==> config.mk <==
export PLATFORM = sky130hd
export DESIGN_NAME = gc_imp
export DESIGN_NICKNAME = d
export VERILOG_FILES = /design/src/rtl/gc_pkg.sv /design/src/rtl/gc_sync.sv /design/src/rtl/gc_imp.sv
export SDC_FILE = /design/constraint.sdc
export NUM_CORES = 1
export LEC_CHECK = 0
export ABC_AREA = 1
export CAP_MARGIN = 20
export CORE_AREA = 2 2 39 41
export CTS_CLUSTER_DIAMETER = 30
export DETAILED_ROUTE_END_ITERATION = 10
export DIE_AREA = 0 0 41 43
export GPL_TIMING_DRIVEN = 0
export PLACE_DENSITY = 0.68
export SLEW_MARGIN = 20
export SYNTH_ARGS = -nofsm -noshare
export SYNTH_HDL_FRONTEND = slang
export SYNTH_SLANG_ARGS = --single-unit
==> constraint.sdc <==
create_clock -name clk -period 3.9 [get_ports clk]
set_clock_uncertainty 0.15 [all_clocks]
set_input_delay 1.17 -clock clk [delete_from_list [all_inputs] [get_ports clk]]
set_output_delay 1.17 -clock clk [all_outputs]
set_load 0.01 [all_outputs]
==> src/rtl/gc_pkg.sv <==
// gc_pkg: shared state encoding and default parameters for the gc_imp C-element cell.
package gc_pkg;
    typedef enum logic [1:0] {OFF, RISE, ON, FALL} gc_state_t;
    localparam int DEF_SYNC_STAGES   = 2;
    localparam int DEF_SETTLE_CYCLES = 4;
endpackage

==> src/rtl/gc_sync.sv <==
// gc_sync: N-stage single-bit synchronizer with synchronous active-high reset.
// Ports: clk, rst; d (asynchronous input); q (synchronized output).
module gc_sync #(
    parameter int N = 2
) (
    input  logic clk,
    input  logic rst,
    input  logic d,
    output logic q
);
    logic [N-1:0] ff;
    always_ff @(posedge clk) begin
        if (rst) begin
            ff <= '0;
        end else begin
            ff[0] <= d;
            for (int i = 1; i < N; i++) ff[i] <= ff[i-1];
        end
    end
    assign q = ff[N-1];
endmodule

==> src/rtl/gc_imp.sv <==
// gc_imp: clocked generalized C-element; Actuator sets after sustained Start&Sensor, clears after sustained ~Start&~Sensor.
// Ports: clk, rst (sync, active-high); Start, Sensor (asynchronous inputs); Actuator (registered output).
module gc_imp
    import gc_pkg::*;
#(
    parameter int SYNC_STAGES   = DEF_SYNC_STAGES,
    parameter int SETTLE_CYCLES = DEF_SETTLE_CYCLES
) (
    input  logic clk,
    input  logic rst,
    input  logic Start,
    input  logic Sensor,
    output logic Actuator
);
    localparam int CW = $clog2(SETTLE_CYCLES + 1);
    localparam logic [CW-1:0] CMAX = CW'(SETTLE_CYCLES);
    localparam bit DIRECT = (SETTLE_CYCLES == 1);

    logic start_s, sensor_s, set_c, clr_c;
    logic [CW-1:0] cnt, cnt_n, cnt_inc;
    gc_state_t state, state_n;

    gc_sync #(.N(SYNC_STAGES)) u_sync_start  (.clk(clk), .rst(rst), .d(Start),  .q(start_s));
    gc_sync #(.N(SYNC_STAGES)) u_sync_sensor (.clk(clk), .rst(rst), .d(Sensor), .q(sensor_s));

    assign set_c   = start_s & sensor_s;
    assign clr_c   = ~start_s & ~sensor_s;
    assign cnt_inc = (cnt == CMAX) ? cnt : cnt + 1'b1;

    always_comb begin
        state_n = state;
        cnt_n   = cnt;
        case (state)
            OFF: if (set_c) begin
                state_n = DIRECT ? ON : RISE;
                cnt_n   = DIRECT ? '0 : CW'(1);
            end
            RISE: if (!set_c) begin
                state_n = OFF;
                cnt_n   = '0;
            end else begin
                state_n = (cnt_inc == CMAX) ? ON : RISE;
                cnt_n   = (cnt_inc == CMAX) ? '0 : cnt_inc;
            end
            ON: if (clr_c) begin
                state_n = DIRECT ? OFF : FALL;
                cnt_n   = DIRECT ? '0 : CW'(1);
            end
            FALL: if (!clr_c) begin
                state_n = ON;
                cnt_n   = '0;
            end else begin
                state_n = (cnt_inc == CMAX) ? OFF : FALL;
                cnt_n   = (cnt_inc == CMAX) ? '0 : cnt_inc;
            end
            default: begin
                state_n = OFF;
                cnt_n   = '0;
            end
        endcase
    end

    // Actuator is a flop of the decoded current state, so it can never glitch.
    always_ff @(posedge clk) begin
        if (rst) begin
            state    <= OFF;
            cnt      <= '0;
            Actuator <= 1'b0;
        end else begin
            state    <= state_n;
            cnt      <= cnt_n;
            Actuator <= (state == ON) || (state == FALL);
        end
    end
endmodule

==> flow_summary.yaml, run 1 <==
sta:
  fin_tns_setup_ns: 0
  rsz0062_at_grt: "false"
  timing.final.crit_period_ns: 2.399
  tightestPinTransition_ns: 0.4566
  hold_slack_ns: 0.2563
  slew_violations: 0
  finalSetupViolCount: 0
  finalHoldViolCount: 0
  period_share: 0.6151
  setup_slack_ns: 1.501
  max_slew_margin: 0.6956
  fmax_ghz: 0.4169
synth:
  syn_area_um2: 508.0
  ys_top_cells_by_count: "15 x inv_1, 11 x nand2_1, 10 x dfxtp_1"
  synth_nets: 76
  synth.area.top_cells: "dfxtp_1 39%, inv_1 11%, nand2_1 8.1%, nand2_2 7.4%, a21oi_2 6.9%"
  synth_top_cell_by_area: "dfxtp_1"
  synth_area_per_cell_um2: 7.257
  ys_seq_elements: 10
  ys_warn_count: 0
  synth_seq_area_share: 0.3941
  synth_top_cell_area_share: 0.3941
  synth-main-ff-cell: "dfxtp_1"
  synth_cell_type_count: 15
  synth_cells: 70
  async_flop_share: 0
  synth_edf_count: 0
  post-synth-top-count-cell: "inv_1"
hold_path:
  whs_path_depth: 2
  hold-path-endpoint: "u_sync_start.ff[1]"
  hold_path_class: "flop to flop"
  hp-start: "u_sync_start.ff[0]"
critical_path:
  cp-start-kind: "flop"
  r2r-end: "state[1]"
  crit_type: "flop to output pin"
  worstPathArrival_ns: 1.08
  critical_path_required_ns: 2.58
  r2r_setup_slack_ns: 2.43
  cp-end-kind: "output pin"
  crit_chain: "clkdlybuf4s50_1"
  critPathBufInv: 1
  critPathMaxStageDelay_ns: 0.52
  r2r_cells: 8
  cpLargestDelayFamily: "buffers and inverters"
  cp_max_fo: 1
  reg2reg_from: "cnt[0]"
  slowest_stage: "clkdlybuf4s50_1"
power_and_ir_drop:
  p_switching_uw: 37.80
  vdd_drop_max_mv: 0.2089
  power.internal_uw: 144.1
  power.density_nw_per_um2: 313.3
  seq_power_share: 0.578
  p_leak_nw: 0.2407
  p_clk_frac: 0.365
  p_sw_frac: 0.2078
  comb_power_share: 0.057
placed_design:
  placed_cells: 89
  dp_slack_ns: 1.774
  hpwl_um: 580.6
  place.gp.congestion: 0.8217
  io_buffers: 3
clock_network:
  htreeDepth: 1
  cts_hold_buf: 0
  cts_buffers: 3
  worstSkewPairLatency_ns: 0.25
  cts_buffer_depth: 2
  numClockSinks: 10
  cts_setup_buffers: 0
  root_buffer: "clkbuf_4"
  clk_pin_slew_ns: 0.06
  cts_resized: 0
  cts_tree: "built"
cells_and_area:
  nNetsFinal: 84
  layoutNonFillerInstCount: 92
  diodes: 0
  final_layout_size_suffix_gt1_frac: 0.2105
  area_growth_pct: 14.29
  fill_cells: 142
global_routing:
  grtUsageTotal: 0.1200
  grt_max_degree: 10
  grt_pass1_wl_um: 1428
  grt_pass1_vias: 373
  antenna_found_initial: 0
  overflow: 0
drt:
  post-route-drc-count: 0
  ant_nets: 0
  drt-initial-drc-count: 5
  detail_route.wl_per_cell_um: 8.141
  wl_um: 749
  via_per_inst: 4.402
  drt-pass1-iter-count: 4
  vias: 405
die:
  die_h_um: 43
  start_util: 0.3671
  core_um2: 1384
  die_area_um2: 1763
  placement_rows: 14
  die_width_um: 41
  top_level_ports: 5
run:
  cap_violations: 0
status:
  status: "finished clean"
## layout by cell type, fill, tap and decap left out, types with 2 or more instances in the layout
master / count
inv_1: 15
nand2_1: 11
dfxtp_1: 10
nor2_1: 8
nand3_1: 7
nand2_2: 6
a21oi_2: 4
clkbuf_4: 3
clkdlybuf4s50_1: 3
ha_1: 2
## layout make-up
| cell class | instances | area [um^2] | area share |
|---|---|---|---|
| Sequential cell | 10 | 200.2 | 0.3448 |
| Timing Repair Buffer | 3 | 30.03 | 0.05172 |
| Multi-Input combinational cell | 44 | 247.7 | 0.4267 |
| Tap cell | 16 | 20.02 | 0.03448 |
| Inverter | 15 | 56.30 | 0.09698 |
| Clock buffer | 3 | 22.52 | 0.03879 |
| Buffer | 1 | 3.754 | 0.006466 |
## cells by family (layout without fill, tap and decap cells)
logic type | Yosys count | after routing | synth area share
and+or+nand+nor | 36 | 36 | 0.3498
buffers and inverters | 16 | 22 | 0.1182
DFF | 10 | 10 | 0.3941
AOI/OAI and AO/OA | 6 | 6 | 0.08864
adders and majority gates | 2 | 2 | 0.04925
## worst max-delay path by stage
stage             start        to  cells after the start
2_1_floorplan       rst  state[0]                      4
3_3_place_gp   Actuator  Actuator                      1
3_5_place_dp   Actuator  Actuator                      1
4_1_cts        Actuator  Actuator                      1
5_1_grt        Actuator  Actuator                      1
6_report       Actuator  Actuator                      1
## registers in the layout, indices dropped and copies added, names as in the netlist
register,flops
Actuator,1
cnt,3
state,2
u_sync_sensor.ff,2
u_sync_start.ff,2
## stage by stage
stage,cell area [um^2],power [mW],util
finish,580.6,0.1819,0.4195
global route,580.6,0.1932,0.4195
global placement,558.0,0.1175,0.4033
detailed placement,558.0,0.1177,0.4033
CTS,580.6,0.1848,0.4195
floorplan,508.0,0.1144,-
## layer usage
metal  global-route usage  routed length (um)  vias up
li1                     -                   -      224
met1               0.1466                 347      175
met2               0.1844                 373        4
met3              0.03141                  20        2
met4              0.06000                   8        0
met5                    0                   0        -
## power by group through the flow
stage          combinational, mW  clock [mW]  sequential, mW
2_1_floorplan            0.00706           0           0.107
3_3_place_gp              0.0100           0           0.107
3_5_place_dp              0.0102           0           0.107
4_1_cts                   0.0104      0.0692           0.105
5_1_grt                   0.0120      0.0758           0.105
6_report                  0.0103      0.0664           0.105
Note: power is estimated with default switching activity, not from simulation.
==> run 2, diff against run 1 <==
PLACE_DENSITY = 0.7   (was 0.68)
clock period = 2.2 ns   (was 3.9 ns; I/O delays follow)
==> flow_summary.yaml, run 2 (synthesis results as in run 1) <==
clock_network:
  clk_pin_slew_ns: 0.07
  cts_hold_buf: 0
  numClockSinks: 10
  htreeDepth: 1
  cts_setup_buffers: 0
  cts_buffers: 3
  cts_buffer_depth: 2
  root_buffer: "clkbuf_4"
  cts_resized: 0
  worstSkewPairLatency_ns: 0.26
  cts_tree: "built"
hold_path:
  whs_path_depth: 2
  hold_path_class: "flop to flop"
  hp-start: "u_sync_sensor.ff[0]"
critical_path:
  crit_chain: "clkdlybuf4s50_1"
  slowest_stage: "clkdlybuf4s50_1"
  reg2reg_from: "cnt[0]"
  cp_max_fo: 1
  cpLargestDelayFamily: "buffers and inverters"
  cp-startpoint: "Actuator"
  r2r-end: "state[1]"
  cp-endpoint: "Actuator"
  cp_num_cells: 1
  r2r_cells: 8
  cp-start-kind: "flop"
  critical_path_required_ns: 1.39
  cp-end-kind: "output pin"
  crit_type: "flop to output pin"
  critPathMaxStageDelay_ns: 0.52
  r2r_setup_slack_ns: 0.71
  critPathBufInv: 1
  worstPathArrival_ns: 1.09
die:
  top_level_ports: 5
  placement_rows: 14
  die_h_um: 43
  start_util: 0.3671
  core_um2: 1384
  die_width_um: 41
  die_area_um2: 1763
cells_and_area:
  fin_area_um2: 594.3
  final_cell_mix: "15 x inv_1, 11 x nand2_1, 10 x dfxtp_1, 8 x nor2_1, 7 x nand3_1"
  layout_commonest_cell: "inv_1"
  diodes: 0
  seq_area_um2: 200.2
  largest_register_ffs: 3
  fill_cells: 134
  final_layout_size_suffix_gt1_frac: 0.2208
  area_growth_pct: 17.00
  max_flop_register: "cnt"
  multi_input_area_um2: 247.7
  nNetsFinal: 84
placed_design:
  placed_area_um2: 558.0
  place.gp.congestion: 0.8588
  io_buffers: 3
  hpwl_um: 634.3
  dp_slack_ns: 0.5813
global_routing:
  overflow: 0
  antenna_found_initial: 0
  grt_max_degree: 10
  grtUsageTotal: 0.1191
  grt_pass1_vias: 368
  grt_pass1_wl_um: 1380
sta:
  finalHoldViolCount: 0
  fmax_ghz: 0.5250
  finalSetupViolCount: 0
  slew_violations: 0
  fin_tns_setup_ns: 0
  hold_slack_ns: 0.2546
  setup_slack_ns: 0.2954
  rsz0062_at_grt: "false"
  period_share: 0.8658
  timing.final.crit_period_ns: 1.905
  tightestPinTransition_ns: 0.4473
  max_slew_margin: 0.7018
drt:
  via_per_inst: 4.366
  detail_route.wl_per_cell_um: 8.548
  post-route-drc-count: 0
  ant_nets: 0
  vias: 406
  wl_um: 795
  drt-pass1-iter-count: 4
  drt-initial-drc-count: 11
run:
  cap_violations: 0
power_and_ir_drop:
  p_leak_nw: 0.2479
  finalPower_uw: 369.7
  power.density_nw_per_um2: 622.1
  vdd_drop_max_mv: 0.4403
status:
  status: "finished clean"
## run 2: changes by cell type in the layout (fill, tap and decap cells not counted), sizes merged
cell / before / now
clkbuf: 4 / 5
## run 2: stage by stage
| stage | instances | utilization |
|---|---|---|
| global placement | 89 | 0.4033 |
| finish | 93 | 0.4295 |
| global route | 93 | 0.4295 |
| CTS | 93 | 0.4295 |
| floorplan | 70 | - |
| detailed placement | 89 | 0.4033 |
## run 2: layer usage
layer  global-route usage  part of all wire
met3              0.04712             0.031
met2               0.1656              0.47
met5                    0                 0
met1               0.1438              0.50
met4              0.08000                 0
## run 2: worst min path at each step
stage / end / slack [ns]
after floorplan: u_sync_sensor.ff[1] / 0.24
after global placement: u_sync_sensor.ff[1] / 0.24
after detailed placement: u_sync_sensor.ff[1] / 0.25
after CTS: u_sync_sensor.ff[1] / 0.26
after global routing: u_sync_sensor.ff[1] / 0.27
final: u_sync_sensor.ff[1] / 0.25
## run 2: layout make-up
cell class                      instances  area share
Sequential cell                        10      0.3368
Tap cell                               16     0.03368
Inverter                               15     0.09474
Multi-Input combinational cell         44      0.4168
Timing Repair Buffer                    3     0.05053
Buffer                                  1    0.006316
Clock buffer                            4     0.06105
## run 2: power by group
part	internal (mW)	leakage, nW	switching (mW)
clock	0.100	0.0210	0.0650
combinational	0.00772	0.145	0.0102
sequential	0.185	0.0814	0.00151
==> run 3, diff against run 2 <==
--- a/config.mk
+++ b/config.mk
@@ -14,4 +14,5 @@
 export GPL_TIMING_DRIVEN = 0
 export PLACE_DENSITY = 0.7
+export REMOVE_ABC_BUFFERS = 1
 export SLEW_MARGIN = 20
 export SYNTH_ARGS = -nofsm -noshare
==> constraint.sdc (replaced) <==
create_clock -name clk -period 2.2 [get_ports clk]
set_clock_uncertainty 0.15 [all_clocks]
set_input_delay 0.44 -clock clk [delete_from_list [all_inputs] [get_ports clk]]
set_output_delay 0.44 -clock clk [all_outputs]
set_load 0.01 [all_outputs]
==> flow_summary.yaml, run 3 (synthesis results as in run 1) <==
status:
  status: "finished clean"
drt:
  detail_route.wl_per_cell_um: 8.054
  post-route-drc-count: 0
  drt-initial-drc-count: 3
  vias: 405
  wl_um: 749
  via_per_inst: 4.355
  ant_nets: 0
  drt-pass1-iter-count: 3
critical_path:
  cp_max_fo: 1
  cp-end-kind: "output pin"
  crit_type: "flop to output pin"
  worstPathArrival_ns: 1.09
  slowest_stage: "clkdlybuf4s50_1"
  cpLargestDelayFamily: "buffers and inverters"
  cp-start-kind: "flop"
  critPathMaxStageDelay_ns: 0.52
  crit_chain: "clkdlybuf4s50_1"
  critPathBufInv: 1
  critical_path_required_ns: 1.61
clock_network:
  cts_buffer_depth: 2
  cts_setup_buffers: 0
  cts_hold_buf: 0
  cts_buffers: 3
  cts_resized: 0
  root_buffer: "clkbuf_4"
  cts_tree: "built"
  htreeDepth: 1
  worstSkewPairLatency_ns: 0.26
  clk_pin_slew_ns: 0.07
  numClockSinks: 10
cells_and_area:
  layout_commonest_cell: "inv_1"
  final_cell_mix: "15 x inv_1, 11 x nand2_1, 10 x dfxtp_1, 8 x nor2_1, 7 x nand3_1"
  diodes: 0
  area_growth_pct: 18.23
  max_flop_register: "cnt"
  final_layout_size_suffix_gt1_frac: 0.2208
  layoutNonFillerInstCount: 93
  nNetsFinal: 84
  largest_register_ffs: 3
die:
  top_level_ports: 5
  die_area_um2: 1763
  core_um2: 1384
  start_util: 0.3671
  placement_rows: 14
  die_h_um: 43
  die_width_um: 41
sta:
  period_share: 0.7646
  finalHoldViolCount: 0
  max_slew_margin: 0.7436
  rsz0062_at_grt: "false"
  tightestPinTransition_ns: 0.3834
  timing.final.crit_period_ns: 1.682
  finalSetupViolCount: 0
  fin_tns_setup_ns: 0
  fmax_ghz: 0.5945
  slew_violations: 0
global_routing:
  grt_pass1_wl_um: 1352
  antenna_found_initial: 0
  grtUsageTotal: 0.1169
  overflow: 0
  grt_max_degree: 10
  grt_pass1_vias: 364
power_and_ir_drop:
  p_leak_nw: 0.2506
  power.density_nw_per_um2: 611.0
  vdd_drop_max_mv: 0.2849
  finalPower_uw: 366.9
placed_design:
  place.gp.congestion: 0.8785
  placed_cells: 89
  io_buffers: 4
  hpwl_um: 604.4
hold_path:
  hold_path_class: "flop to flop"
run:
  cap_violations: 0
run 3: through the flow:
| stage | hold WS (ns) | worst slack, ns | instance area, um^2 | utilization |
|---|---|---|---|---|
| CTS | 0.2575 | 0.4976 | 600.6 | 0.4340 |
| floorplan | 0.2383 | 0.8518 | 504.2 | - |
| global route | 0.2741 | 0.4781 | 600.6 | 0.4340 |
| global placement | 0.2396 | 0.5470 | 564.3 | 0.4078 |
| detailed placement | 0.2484 | 0.5373 | 564.3 | 0.4078 |
| finish | 0.2520 | 0.5179 | 600.6 | 0.4340 |
run 3: final timing paths:
| kind | from | to | slack [ns] | cells past startpoint |
|---|---|---|---|---|
| min | u_sync_sensor.ff[0] | u_sync_sensor.ff[1] | 0.25 | 2 |
| min reg2reg | u_sync_sensor.ff[0] | u_sync_sensor.ff[1] | 0.25 | 2 |
| max reg2reg | cnt[0] | state[1] | 0.73 | 8 |
| max | Actuator | Actuator | 0.52 | 1 |
run 3: area by class of cell:
cell class / count / area, um^2
timing repair buffer: 4 / 40.04
inverter: 15 / 56.30
clock buffer: 4 / 36.28
fill: 148 / 783.3
multi-input combinational: 44 / 247.7
sequential: 10 / 200.2
tap: 16 / 20.02
run 3: per-layer routing:
| layer | vias up | routed length [um] | GRT usage |
|---|---|---|---|
| li1 | 227 | - | - |
| met1 | 172 | 372 | 0.1433 |
| met2 | 4 | 349 | 0.1594 |
| met3 | 2 | 19 | 0.03141 |
| met4 | 0 | 8 | 0.1000 |
| met5 | - | 0 | 0 |
run 3: worst min-delay path, delay by kind of cell, from the launching register on:
| family | cells | cell delay [ns] |
|---|---|---|
| and+or+nand+nor | 1 | 0.03 |
| DFF | 1 | 0.30 |
| buffers and inverters | 1 | 0.04 |
run 3: power by group:
part           switching [mW]  total [mW]  internal (mW)
Sequential            0.00148       0.186          0.185
Clock                  0.0611       0.161          0.100
Combinational          0.0103      0.0192        0.00890
